$ cat config.mk
export PLATFORM = sky130hd
export DESIGN_NAME = serial_unloader
export DESIGN_NICKNAME = d
export VERILOG_FILES = /design/src/rtl/serial_unloader.sv
export SDC_FILE = /design/constraint.sdc
export NUM_CORES = 1
export LEC_CHECK = 0
export ABC_AREA = 1
export BUFFER_PORTS_ARGS = -buffer_cell sky130_fd_sc_hd__buf_2
export CORE_MARGIN = 1.5
export CORE_UTILIZATION = 51
export CTS_CLUSTER_DIAMETER = 100
export CTS_CLUSTER_SIZE = 16
export DETAILED_ROUTE_END_ITERATION = 10
export PLACE_DENSITY_LB_ADDON = 0.25
export SKIP_CTS_REPAIR_TIMING = 1
export SYNTH_ARGS = -nofsm -noshare
export SYNTH_HDL_FRONTEND = slang
export SYNTH_SLANG_ARGS = --single-unit
$ cat constraint.sdc
create_clock -name clk -period 1.29 [get_ports clk]
set_input_delay 0.258 -clock clk [delete_from_list [all_inputs] [get_ports clk]]
set_output_delay 0.258 -clock clk [all_outputs]
set_load 0.01 [all_outputs]
$ cat src/rtl/serial_unloader.sv
// Parallel-in, serial-out unloader with valid/ready handshake, LSB first.
// Optional macro SERIAL_PARITY_EN appends an even-parity bit after the data bits.
module serial_unloader #(
  parameter int size = 8
) (
  input  logic            clk,
  input  logic            rst,
  input  logic            ld,
  input  logic [size-1:0] inputData,
  input  logic            serReady,
  output logic            serOut,
  output logic            serValid,
  output logic            busy,
  output logic            done
);

`ifdef SERIAL_PARITY_EN
  localparam int NBITS = size + 1;
`else
  localparam int NBITS = size;
`endif
  localparam int CW = $clog2(size + 2);
  localparam logic [CW-1:0] LAST = CW'(NBITS - 1);

  typedef enum logic [1:0] {IDLE, SHIFT, DONE} state_t;

  state_t          state_q, state_d;
  logic [size-1:0] shreg_q, shreg_d;
  logic [CW-1:0]   cnt_q, cnt_d;
  logic            cur_bit;

`ifdef SERIAL_PARITY_EN
  logic parity_q, parity_d;

  // Data bits are exhausted once the counter reaches size; send the captured parity then.
  assign cur_bit = (cnt_q == CW'(size)) ? parity_q : shreg_q[0];

  always_ff @(posedge clk) begin
    if (rst) parity_q <= 1'b0;
    else     parity_q <= parity_d;
  end
`else
  assign cur_bit = shreg_q[0];
`endif

  always_ff @(posedge clk) begin
    if (rst) begin
      state_q <= IDLE;
      shreg_q <= '0;
      cnt_q   <= '0;
    end else begin
      state_q <= state_d;
      shreg_q <= shreg_d;
      cnt_q   <= cnt_d;
    end
  end

  always_comb begin
    state_d  = state_q;
    shreg_d  = shreg_q;
    cnt_d    = cnt_q;
`ifdef SERIAL_PARITY_EN
    parity_d = parity_q;
`endif
    serOut   = 1'b0;
    serValid = 1'b0;
    busy     = (state_q != IDLE);
    done     = (state_q == DONE);
    case (state_q)
      IDLE: begin
        if (ld) begin
          shreg_d  = inputData;
          cnt_d    = '0;
`ifdef SERIAL_PARITY_EN
          parity_d = ^inputData;
`endif
          state_d  = SHIFT;
        end
      end
      SHIFT: begin
        serValid = 1'b1;
        serOut   = cur_bit;
        if (serReady) begin
          shreg_d = shreg_q >> 1;
          cnt_d   = cnt_q + CW'(1);
          if (cnt_q == LAST) state_d = DONE;
        end
      end
      DONE:    state_d = IDLE;
      default: state_d = IDLE;
    endcase
  end

endmodule
==> impl_metrics.env <==
export IMPL_initial_core_util_pct=56.7
export IMPL_period_share_pct=101
export IMPL_cts_made_buffers=3
export IMPL_clk_insertion_delay_late_ns=0.27
export IMPL_place_port_buffers=15
export IMPL_ys_flop_type="dfxtp_1"
export IMPL_async_flop_share_pct=0
export IMPL_drive_gt1_share_pct=26.2
export IMPL_placed_area_um2=853
export IMPL_dp_cells=153
export IMPL_drt_iter0_markers=25
export IMPL_grt_usage_pct=18.7
export IMPL_p_sw_share_pct=32.4
export IMPL_synthTopCellsByArea="dfxtp_1 37%, nand2_1 18%, nor2_1 11%"
export IMPL_finalSetupViolCount=2
export IMPL_synth_area_leader_cell="dfxtp_1"
export IMPL_row_count=13
export IMPL_antenna_found_initial=0
export IMPL_htree_num_levels=1
export IMPL_p_leak_nw=0.477
export IMPL_final_setup_tns_ns=-0.0114
export IMPL_synthDistinctLibCells=17
export IMPL_status="finished with violations"
export IMPL_worstSetupPathType="reg -> out"
export IMPL_grt_pass1_wl_um=2570
export IMPL_vias_per_cell=4.81
export IMPL_avgSynthCellArea_um2=6.19
export IMPL_drc=0
export IMPL_synth_most_common_cell="nand2_1"
export IMPL_crit_path_end_kind="output port"
export IMPL_power_switching_mw=0.347
export IMPL_cp_start_kind="flip-flop"
export IMPL_pwr_share_seq_pct=47.0
export IMPL_failed_checks="setup timing"
export IMPL_syn_nets=135
export IMPL_cts_reportedPaths_clkPinSlew_ns=0.07
export IMPL_hp_class="in -> reg"
export IMPL_num_antenna_cells=0
export IMPL_num_nets_final=160
export IMPL_grt_pass1_vias=641
export IMPL_r2r_cells=4
export IMPL_first_pass_iters=4
export IMPL_whs_ns=0.209
export IMPL_stdcell_count=160
export IMPL_rsz0062_at_grt="true"
export IMPL_yosysSeqAreaShare_pct=37.1
export IMPL_hold_viol=0
export IMPL_cp_arrival_ns=1.04
export IMPL_clk_root_buffer_cell="clkbuf_4"
export IMPL_slew_headroom_pct=79.6
export IMPL_synth_area_um2=756
export IMPL_place_gp_congestion=0.828
export IMPL_synth_commonest_cells="37 x nand2_1, 22 x nor2_1, 15 x inv_1"
export IMPL_ys_warn_count=0
export IMPL_final_max_slew_viol_count=0
export IMPL_syn_to_final_growth_pct=27.0
export IMPL_grt_overflow=0
export IMPL_cts_sinks=14
export IMPL_dieArea_um2=1720
export IMPL_max_freq_ghz=0.771
export IMPL_synth_edff_count=0
export IMPL_synth_seq_cells=14
export IMPL_max_clock_path_buffers=2
export IMPL_grt_start_max_net_pins=18
export IMPL_drtAntennaViolNets=0
export IMPL_period_minus_slack_ns=1.30
export IMPL_fin_area_um2=960
export IMPL_die_h_um=41.5
export IMPL_syn_inst=122
export IMPL_vias=769
export IMPL_power_frac_clock_pct=22.2
export IMPL_dieWidth_um=41.5
export IMPL_wl_per_cell_um=9.84
export IMPL_routed_wl_um=1570
export IMPL_power_density_nw_per_um2=1110
export IMPL_cp_data_required_time_ns=1.03
export IMPL_clock_skew_ns=0.00191
export IMPL_ir_worst_vdd_mv=0.595
export IMPL_post_dp_hpwl_um=1080
export IMPL_ioPinCount=16
export IMPL_fin_ws_ns=-0.00694
export IMPL_synth_top_cell_area_share_pct=37.1
export IMPL_worstMarginPinSlew_ns=0.305
export IMPL_crit_path_max_fanout=6
export IMPL_cts_tree="built"
export IMPL_combinationalPowerShare_pct=30.8
export IMPL_max_cap_viol_count=0
export IMPL_min_delay_path_depth=2
export IMPL_fp_coreArea_um2=1330
export IMPL_power_internal_mw=0.722
through the flow:
stage / utilization, % / power, mW / worst slack [ns]
after floorplan: - / 0.716 / 0.139
after global placement: 64.0 / 0.777 / 0.117
after detailed placement: 64.0 / 0.786 / 0.0544
after CTS: 65.7 / 1.02 / -0.202
after global routing: 72.0 / 1.16 / -0.0511
final: 72.0 / 1.07 / -0.00694
logic make-up after synthesis:
logic type               share of synthesized area, %
buffers and inverters                            11.4
AND/OR/NAND/NOR                                  39.4
AO/OA/AOI/OAI                                    10.4
flip-flops                                       37.1
adder cells (fa/ha/maj)                          1.66
power by group through the flow:
stage | registers (mW) | clock network, mW | logic [mW]
finish | 0.503 | 0.237 | 0.329
global route | 0.508 | 0.274 | 0.375
CTS | 0.497 | 0.246 | 0.280
detailed placement | 0.508 | 0 | 0.279
global placement | 0.505 | 0 | 0.272
floorplan | 0.503 | 0 | 0.213
per-layer routing:
| metal | track usage, % | routed length [um] | vias to the layer above | part of all wire [%] |
|---|---|---|---|---|
| li1 | - | - | 422 | - |
| met3 | 3.91 | 55 | 4 | 3.5 |
| met1 | 24.9 | 770 | 328 | 49 |
| met4 | 5.81 | 20 | 0 | 1.3 |
| met5 | 0 | 0 | - | 0 |
| met2 | 30.0 | 728 | 15 | 46 |
layout by cell type (no fill, tap or decap):
master / n
inv_1: 15
nor2_1: 20
buf_2: 13
inv_6: 1
o21ai_0: 1
clkbuf_4: 3
dfxtp_1: 12
nor2_2: 2
nand2_2: 3
a21oi_1: 5
nor2_4: 2
a21oi_2: 1
nand2_8: 1
buf_6: 2
o21ai_1: 8
inv_4: 1
dfxtp_4: 2
ha_1: 1
nand2_1: 36
buf_4: 7
clkinv_1: 1
nand3_1: 8
area by class of cell:
type	instances	area (um2)
multi-input combinational	88	415
fill	118	374
sequential	14	288
timing repair buffer	22	140
inverter	18	75.1
clock buffer	3	22.5
tap	15	18.8
worst max-delay path, cell delays in order (launching register included):
cell and delay (ns):
dfxtp_4 0.43, inv_4 0.06, nor2_4 0.15, buf_6 0.12
flip-flops by register name, indices dropped and copies added (netlist names):
signal   count
cnt_q        4
shreg_q      8
state_q      2
worst paths after layout:
path,end,from,slack [ns]
hold / removal,state_q[0]$_SDFFE_PP0P_,rst,0.21
setup / recovery,serValid,state_q[0]$_SDFFE_PP0P_,-0.007
hold reg to reg,shreg_q[7]$_SDFFE_PP0P_,shreg_q[7]$_SDFFE_PP0P_,0.48
setup reg to reg,cnt_q[0]$_SDFFE_PP0P_,state_q[0]$_SDFFE_PP0P_,0.13
No activity file was read; power rests on OpenSTA's default activity.
